**config.mk**
```make
export PLATFORM = sky130hd
export DESIGN_NAME = lighthouse_pulse_gen
export DESIGN_NICKNAME = d
export VERILOG_FILES = /design/src/rtl/lighthouse_pkg.sv /design/src/rtl/lh_cfg_check.sv /design/src/rtl/lighthouse_pulse_gen.sv
export SDC_FILE = /design/constraint.sdc
export NUM_CORES = 1
export LEC_CHECK = 0
export ABC_AREA = 1
export CORE_MARGIN = 2
export CORE_UTILIZATION = 30
export DETAILED_ROUTE_END_ITERATION = 10
export HOLD_SLACK_MARGIN = 0.03
export PLACE_DENSITY = 0.51
export SLEW_MARGIN = 10
export SYNTH_ARGS = -nofsm -noshare
export SYNTH_HDL_FRONTEND = slang
export SYNTH_SLANG_ARGS = --single-unit
```
**constraint.sdc**
```tcl
create_clock -name clk -period 3.45 [get_ports clk]
set_input_delay 0.345 -clock clk [delete_from_list [all_inputs] [get_ports clk]]
set_output_delay 0.345 -clock clk [all_outputs]
set_load 0.02 [all_outputs]
```
**src/rtl/lighthouse_pkg.sv**
```systemverilog
// lighthouse_pkg
// Shared definitions for the lighthouse pulse generator and the benches
// around it: the frame FSM state encoding, the reset-time frame timing
// and the config record carried through the valid/ready config port.
package lighthouse_pkg;

    // Width of the offset/period fields and of the frame counter
    localparam int CFG_CNT_W = 16;

    // Reset-time frame timing, in clock cycles
    localparam int DEF_WIDTH  = 2;
    localparam int DEF_GAP    = 2;
    localparam int DEF_OFFSET = 50;
    localparam int DEF_PERIOD = 100;

    // Segments of one frame, in the order they occur
    typedef enum logic [2:0] {
        ST_IDLE,
        ST_SYNC_A,
        ST_GAP,
        ST_SYNC_B,
        ST_WAIT,
        ST_SWEEP,
        ST_TAIL
    } lh_state_t;

    // One complete frame timing set
    typedef struct packed {
        logic [7:0]           width;
        logic [7:0]           gap;
        logic [CFG_CNT_W-1:0] offset;
        logic [CFG_CNT_W-1:0] period;
    } lh_cfg_t;

endpackage

```
**src/rtl/lh_cfg_check.sv**
```systemverilog
// lh_cfg_check
// Combinational validity check of a frame config.
// Ports:
//   cfg  in   config record {width, gap, offset, period}
//   ok   out  high when the config describes a well-formed frame
module lh_cfg_check
    import lighthouse_pkg::*;
(
    input  lh_cfg_t cfg,
    output logic    ok
);

    // One extra bit so offset+width cannot wrap and pass the period check
    localparam int XW = CFG_CNT_W + 1;

    logic [XW-1:0] w;
    logic [XW-1:0] g;
    logic [XW-1:0] o;
    logic [XW-1:0] p;
    logic [XW-1:0] sync_end;
    logic [XW-1:0] sweep_end;

    // The sweep must start at least one low cycle after sync B ends, and
    // must finish no later than the end of the frame.
    always_comb begin
        w         = XW'(cfg.width);
        g         = XW'(cfg.gap);
        o         = XW'(cfg.offset);
        p         = XW'(cfg.period);
        sync_end  = (w << 1) + g + XW'(1);
        sweep_end = o + w;
        ok        = (w != '0) && (g != '0) && (o >= sync_end) && (sweep_end <= p);
    end

endmodule

```
**src/rtl/lighthouse_pulse_gen.sv**
```systemverilog
// lighthouse_pulse_gen
// Emits framed lighthouse pulse trains: sync A, gap, sync B, then one sweep
// pulse at a programmable offset, repeated while en is held high.
// Ports:
//   clk, rst            clock, asynchronous active-low reset
//   en                  run request (sampled at frame end and while idle)
//   cfg_valid/ready     config handshake; cfg_ready low while a config is pending
//   cfg_width/gap       pulse width and sync gap in cycles
//   cfg_offset/period   sweep start and frame length in cycles
//   cfg_err             one-cycle strobe after a rejected config
//   pulse               registered protocol output
//   frame_start/done    strobes on the first and last cycle of each frame
//   busy                high whenever a frame is in progress
module lighthouse_pulse_gen #(
    parameter int CNT_W      = lighthouse_pkg::CFG_CNT_W,
    parameter int DEF_WIDTH  = lighthouse_pkg::DEF_WIDTH,
    parameter int DEF_GAP    = lighthouse_pkg::DEF_GAP,
    parameter int DEF_OFFSET = lighthouse_pkg::DEF_OFFSET,
    parameter int DEF_PERIOD = lighthouse_pkg::DEF_PERIOD
) (
    input  logic             clk,
    input  logic             rst,
    input  logic             en,
    input  logic             cfg_valid,
    output logic             cfg_ready,
    input  logic [7:0]       cfg_width,
    input  logic [7:0]       cfg_gap,
    input  logic [CNT_W-1:0] cfg_offset,
    input  logic [CNT_W-1:0] cfg_period,
    output logic             cfg_err,
    output logic             pulse,
    output logic             frame_start,
    output logic             frame_done,
    output logic             busy
);

    import lighthouse_pkg::*;

    localparam int XW = CNT_W + 1;
    localparam int PW = CFG_CNT_W;

    lh_state_t      state;
    lh_state_t      state_nxt;
    logic [CNT_W-1:0] t;
    lh_cfg_t        act;
    lh_cfg_t        pend;
    lh_cfg_t        offer;
    logic           pend_valid;
    logic           offer_ok;
    logic           accept;
    logic           load;
    logic           end_frame;
    logic           start_frame;

    logic [XW-1:0]  t1;
    logic [XW-1:0]  w;
    logic [XW-1:0]  g;
    logic [XW-1:0]  o;
    logic [XW-1:0]  p;

    assign offer = '{width:  cfg_width,
                     gap:    cfg_gap,
                     offset: PW'(cfg_offset),
                     period: PW'(cfg_period)};

    lh_cfg_check u_check (
        .cfg (offer),
        .ok  (offer_ok)
    );

    assign cfg_ready = ~pend_valid;
    assign accept    = cfg_valid & cfg_ready;
    // A pending config only ever lands at a frame boundary or while idle.
    // Because accept needs an empty pending slot, a config accepted on the
    // boundary edge itself cannot be picked up by that boundary.
    assign load      = pend_valid & (start_frame | (state == ST_IDLE));

    // Segment boundaries are found by comparing the count of the upcoming
    // cycle (t+1) against the active timing, so each state change lands
    // exactly on the first cycle of the next segment.
    always_comb begin
        t1          = XW'(t) + XW'(1);
        w           = XW'(act.width);
        g           = XW'(act.gap);
        o           = XW'(act.offset);
        p           = XW'(act.period);
        end_frame   = (state != ST_IDLE) && (t1 == p);
        start_frame = en && ((state == ST_IDLE) || end_frame);
        state_nxt   = state;
        if (start_frame) begin
            state_nxt = ST_SYNC_A;
        end else if (end_frame) begin
            state_nxt = ST_IDLE;
        end else begin
            case (state)
                ST_SYNC_A: if (t1 == w)            state_nxt = ST_GAP;
                ST_GAP:    if (t1 == w + g)        state_nxt = ST_SYNC_B;
                ST_SYNC_B: if (t1 == (w << 1) + g) state_nxt = ST_WAIT;
                ST_WAIT:   if (t1 == o)            state_nxt = ST_SWEEP;
                ST_SWEEP:  if (t1 == o + w)        state_nxt = ST_TAIL;
                default:                           state_nxt = state;
            endcase
        end
    end

    // Frame FSM, frame counter, config registers and registered outputs.
    // Outputs are computed from the next state so they line up with it.
    always_ff @(posedge clk or negedge rst) begin
        if (!rst) begin
            state       <= ST_IDLE;
            t           <= '0;
            pulse       <= 1'b0;
            busy        <= 1'b0;
            frame_start <= 1'b0;
            frame_done  <= 1'b0;
            cfg_err     <= 1'b0;
            pend_valid  <= 1'b0;
            pend        <= '0;
            act         <= '{width:  8'(DEF_WIDTH),
                             gap:    8'(DEF_GAP),
                             offset: PW'(DEF_OFFSET),
                             period: PW'(DEF_PERIOD)};
        end else begin
            state       <= state_nxt;
            t           <= (start_frame || state_nxt == ST_IDLE) ? '0 : t + CNT_W'(1);
            pulse       <= state_nxt inside {ST_SYNC_A, ST_SYNC_B, ST_SWEEP};
            busy        <= state_nxt != ST_IDLE;
            frame_start <= start_frame;
            // A valid frame is at least five cycles, so the last cycle can
            // never be the first one; mid-frame the active period is stable.
            frame_done  <= !start_frame && (state_nxt != ST_IDLE) && (t1 + XW'(1) == p);
            cfg_err     <= accept && !offer_ok;

            if (load) begin
                act <= pend;
            end

            if (accept && offer_ok) begin
                pend       <= offer;
                pend_valid <= 1'b1;
            end else if (load) begin
                pend_valid <= 1'b0;
            end
        end
    end

endmodule

```
# After elaboration in Yosys (flattened, before gate mapping)
# Index checks and enable logic that the tools add are counted.
# Widths: inputs -> output; s select.
# word_totals
register_bits,121
inputBits,52
out_inout_bits,6
wordCells,78
# op_classes
add_sub_neg,9
order_cmp,2
eq_ne,15
mux,11
bitwise,4
n_reduce_logical,21
# op_table
op,count
$eq 17x16->1,3
$add 16x8->17,2
$add 17x1->17 const B,2
$mux 3,7
$add 9x8->10,2
$add 16x1->17 const B,1
$eq 17x10->1,1
$eq 17x17->1,1
$eq 17x8->1,1
$eq 17x9->1,1
$ge 16x17->1,1
$le 17x16->1,1
$add 16x1->16 const B,1
$mux 16,1
$reduce_bool 8->1,2
$pmux 3 s5,1
$add 8x8->9,1
$eq 3x2->1 const B,3
$eq 3x3->1 const B,3
$logic_and 1x1->1,9
$reduce_bool 3->1,3
$eq 3x1->1 const B,2
$logic_not 3->1,2
$and 1x1->1,2
6 further kinds,9

# Logic depth before layout (Yosys ltp)
# logic_depth
depth_word,9
depth_mapped,23
mapped_depth_nobuf,21

# By module
# From an unflattened synthesis, not the netlist that was laid out.
# hier_totals
cells_unflattened,1414
area_unflattened_um2,9932.0
# by_module_without_submodules
module,instances,cells_each,area_per_inst_um2,seq_area_each_um2
lighthouse_pulse_gen,1,1164,8345.5,3037.9
lh_cfg_check,1,250,1586.5,0.0

# Worst setup path after synthesis
# OpenSTA, ideal clock, no wires.
# synth_timing
kind,input-to-reg
startpoint,in cfg_width[0]
endpoint,reg pend[24] (netlist name)
setup_ps,83
arrival_ps,3635
t_required_ps,3367
path_slack_ps,-268
cell_stages,20
n_path_buf,2
cell_sequence,ha_1 > fa_1 > nand3_1 > nand2_1 > xor2_1 > nor4_1 > nor3b_1 > xor2_1 > ha_1 > nand2_1 > nor2_1 > a31oi_1 > a31oi_1 > o21ai_0 > inv_1 > nand3_1 > clkbuf_1 > clkbuf_1 > nand2_1 > o21ai_0
# synth_between
elab_chain_cells,6
elab_cells_between_ends,10
classes_between,add/sub (3); order compare (2); reduce/logical (5)
# synth_rtl
element,line,source
start: declaration,lighthouse_pulse_gen.sv:26,"input logic [7:0] cfg_width,"
$add 9x8->10,lh_cfg_check.sv:30,sync_end = (w << 1) + g + XW'(1);
$add 17x1->17,lh_cfg_check.sv:30,
$ge 16x17->1,lh_cfg_check.sv:32,ok = (w != '0) && (g != '0) && (o >= sync_end) && (sweep_end <= p);
$logic_and 1x1->1,lh_cfg_check.sv:32,
$logic_and 1x1->1 *,lh_cfg_check.sv:32,
$logic_and 1x1->1 *,lighthouse_pulse_gen.sv:138,if (accept && offer_ok) begin
end signal: assignment,lighthouse_pulse_gen.sv:139,pend <= offer;
end: declaration,lighthouse_pulse_gen.sv:46,lh_cfg_t pend;
# Every way passes the cells marked *; elsewhere a longest branch is shown, timed or not.
# A chain may end at the register's enable or synchronous reset.

# Worst setup path after layout
# layout_timing
startpoint,in cfg_offset[7]
endpoint,reg pend[16] (netlist name)
# layout_between
elab_chain_cells,4
elab_cells_between_ends,6
classes_between,add/sub (1); order compare (2); reduce/logical (3)
# layout_rtl
element,line,source
start: declaration,lighthouse_pulse_gen.sv:28,"input logic [CNT_W-1:0] cfg_offset,"
$add 16x8->17 / $ge 16x17->1 (equally long branches),"lh_cfg_check.sv:31, lh_cfg_check.sv:32",
$le 17x16->1 / $logic_and 1x1->1 (equally long branches),lh_cfg_check.sv:32,
$logic_and 1x1->1 *,lh_cfg_check.sv:32,
$logic_and 1x1->1 *,lighthouse_pulse_gen.sv:138,
# Marks and branches as above.

==> results.json <==
{
  "startpoint_type": "input port",
  "grt_pass1_vias": 9691,
  "syn_nets": 1638,
  "drtAntennaViolNets": 0,
  "r2r_cells": 17,
  "overflow": 0,
  "start_util_pct": 30.53,
  "worstSkewPairLatency_ns": 0.43,
  "areaGrowthSynthToFinish_pct": 27.46,
  "portBuffers": 57,
  "h-tree-depth": 4,
  "cp.arrival_ns": 3.55,
  "vias_per_cell": 4.697,
  "drc": 0,
  "hp-class": "in2reg",
  "slew_viol_final": 0,
  "cp-end-kind": "flop",
  "vias": 9920,
  "grt_max_degree": 55,
  "total_power_w": 0.004736,
  "critPathMaxFanout": 7,
  "synth_warnings": 0,
  "synth_ff_type": "dfrtp_1",
  "async_reset_ff_share_pct": 100.0,
  "startpoint": "cfg_offset[7]",
  "hold_viol": 0,
  "period_needed_ns": 3.245,
  "final_util_pct": 38.92,
  "setup_viol": 0,
  "ys_ff_latch": 121,
  "numCtsBuffers": 17,
  "synth_edf_count": 0,
  "hold_path_depth": 4,
  "fp.coreArea_um2": 32540,
  "slew_headroom_pct": 49.30,
  "dieArea_um2": 34590,
  "crit_chain": "clkdlybuf4s50_1 -> ha_1 -> buf_4 -> a21oi_1 -> o21a_2 -> a21oi_4 -> inv_2 -> nor2_4 -> nand3_1 -> xor2_1 -> ha_1 -> a21oi_2 -> o21ai_0 -> nor2_1 -> o211ai_1 -> nand2_2 -> nand3_4 -> buf_12 -> buf_16 -> nand2_1 -> o21ai_0",
  "synthCells": 1513,
  "synthDistinctLibCells": 43,
  "grt_setup_unrepaired": "true",
  "seq_area_frac_synth_pct": 30.58,
  "max-cap-violations": 0,
  "fin_worst_skew_ns": 0.01985,
  "synth_area_um2": 9935,
  "worst_slew_pin_slew_ns": 0.7605,
  "ios": 58,
  "cts_buffer_depth": 2,
  "power_leakage_nw": 6.678,
  "critical_path.max_stage_delay_ns": 0.45,
  "worstPathRequired_ns": 3.75,
  "timing.rr.end": "act[35]$_DFFE_PN0P_",
  "max_freq_mhz": 308.2,
  "grt_antenna_before_repair": 0,
  "num_rows": 66,
  "cts.clk_slew.worst_paths_ns": 0.06,
  "cts_sinks": 121,
  "fillers": 3461,
  "worstSetupEndpoint": "pend[16]$_DFFE_PN0P_",
  "r2r_setup_slack_ns": 0.30,
  "wl_per_cell_um": 14.83,
  "drt_first_pass_iters": 6,
  "wirelength_um": 31320,
  "drt_iter0_drc": 692,
  "clock-root-buffer": "clkbuf_16",
  "cts_tree": "yes",
  "finalCritPeriodShare_pct": 94.06,
  "die_w_um": 186.0,
  "diodes": 0,
  "worstSetupPathType": "in2reg",
  "multi_input_area_um2": 6248,
  "ir_drop_uv": 315.5,
  "die_y_um": 186.0,
  "status": "completed",
  "hpwl_um": 24510,
  "place.gp.congestion": 0.8703,
  "drive_above_1_share_pct": 13.11,
  "layout.nets": 1782,
  "p_per_area_nw_per_um2": 374.0,
  "syn_area_per_cell_um2": 6.566,
  "grt_usage_pct": 18.96,
  "r2r-start": "t[0]$_DFF_PN0_",
  "grt_pass1_wl_um": 50850,
  "cp_slowest_cell": "clkdlybuf4s50_1",
  "ff_latch_area_um2": 3038
}
==> placed cells by master (no fill, tap or decap), types with 3 or more instances in the layout <==
master,count
nand2_1,513
inv_1,205
nand3_1,152
nor2_1,119
dfrtp_1,113
buf_4,88
ha_1,59
o21ai_0,46
xor2_1,44
clkdlybuf4s50_1,37
a21oi_1,34
nand4_1,30
nor3_1,19
clkbuf_16,18
nand2_2,16
o21ai_1,15
xnor2_1,14
nand3b_1,12
clkbuf_2,12
dfstp_2,8
ha_4,7
dlymetal6s2s_1,7
a21oi_2,6
nor2_2,5
xor2_2,5
or2_2,5
nor4_1,5
inv_6,5
nor2_4,4
buf_12,4
nor3_2,3
o211ai_1,3
o21bai_1,3
a31oi_1,3
fa_1,3
bufinv_16,3
clkinv_4,3
buf_16,3
==> metal layers <==
metal,track usage (%),wire length [um],up-vias
met5,0,0,-
met4,4.787,423,0
met2,31.21,14140,214
met3,1.780,1203,25
li1,-,-,5125
met1,26.64,15550,4556
==> Yosys cell counts (4+ instances only) <==
library cell  count  share of area [%]
ha_1             68                8.6
nor4_1            7               0.44
nor2_1          123                4.6
nor3_1           22                1.1
inv_1           206                7.8
fa_1              5                1.0
or2_2             5               0.31
dfrtp_1         113                 28
o21bai_1          4               0.30
clkbuf_1         15               0.57
nand2_1         524                 20
nand4_1          30                1.9
buf_2            11               0.55
xnor2_1          14                1.2
a21oi_1          41                2.1
xor2_1           48                4.2
dfstp_2           8                2.1
nand2_2           5               0.31
nand3_1         155                7.8
o21ai_0          61                3.1
nand3b_1         12               0.91
==> timing repair <==
item / in CTS / in global routing
pin swaps: 3 / 34
setup buffers: 3 / 4
gates resized for setup: 34 / 79
hold buffers: 1 / 0
hold endpoints to repair: 24 / 0
cloned: 4 / 1
setup endpoints to repair: 49 / 97
==> area by class of cell <==
class / instances / area share, %
sequential: 121 / 23.99
clock buffer: 17 / 3.360
clock inverter: 15 / 1.492
inverter: 207 / 6.136
tap: 442 / 4.368
multi-input combinational: 1154 / 49.35
timing repair buffer: 156 / 11.30
==> sequential cells by signal (all words and copies together) (netlist names) <==
register and flops:
pulse 1, pend_valid 1, state 3, act 48
frame_done 1, t 16, cfg_err 1, busy 1
frame_start 1, pend 48
==> worst min path at each step <==
| stage | start | endpoint | slack, ns |
|---|---|---|---|
| 2_1_floorplan | rst | act[0]$_DFFE_PN0P_ | 0.05 |
| 3_3_place_gp | rst | act[38]$_DFFE_PN0P_ | 0.45 |
| 3_5_place_dp | act[2]$_DFFE_PN1P_ | act[2]$_DFFE_PN1P_ | 0.45 |
| 4_1_cts | cfg_gap[1] | pend[33]$_DFFE_PN0P_ | 0.46 |
| 5_1_grt | cfg_gap[1] | pend[33]$_DFFE_PN0P_ | 0.34 |
| 6_report | cfg_gap[1] | pend[33]$_DFFE_PN0P_ | 0.31 |
==> stage by stage <==
stage / hold slack (ns) / worst slack (ns) / cell area, um^2 / cells / TNS, ns
2_1_floorplan: 0.04941 / 0.007235 / 9951 / 1513 / 0
3_3_place_gp: 0.4514 / -0.5493 / 11610 / 2067 / -26.34
3_5_place_dp: 0.4527 / -0.6370 / 11610 / 2067 / -29.82
4_1_cts: 0.4598 / 0.002999 / 12480 / 2107 / 0
5_1_grt: 0.3374 / -0.008680 / 12660 / 2112 / -0.01881
6_report: 0.3070 / 0.2050 / 12660 / 2112 / 0
==> report_power, final <==
part	total, W	switching [W]	internal (W)	leakage (nW)
Sequential	0.00185	0.000169	0.00168	1.55
Clock	0.00191	0.000752	0.00115	0.301
Combinational	0.000977	0.000512	0.000465	4.82
==> cells by family after synthesis <==
group	after synthesis	share of synthesized area [%]
compound gates	121	6.562
xor+xnor	63	5.630
fa+ha+maj	73	9.572
buf+inv	238	9.395
flops	121	30.58
other cells	1	0.03775
simple gates	896	38.22
==> worst max-delay path, delay by kind of cell <==
kind	cells	cell delay [ns]
adders and majority gates	2	0.65
AOI/OAI and AO/OA	7	0.79
and+or+nand+nor	6	0.64
xor gates and xnor gates	1	0.16
buffers and inverters	5	0.95
Power figures use the tool's default switching activity.
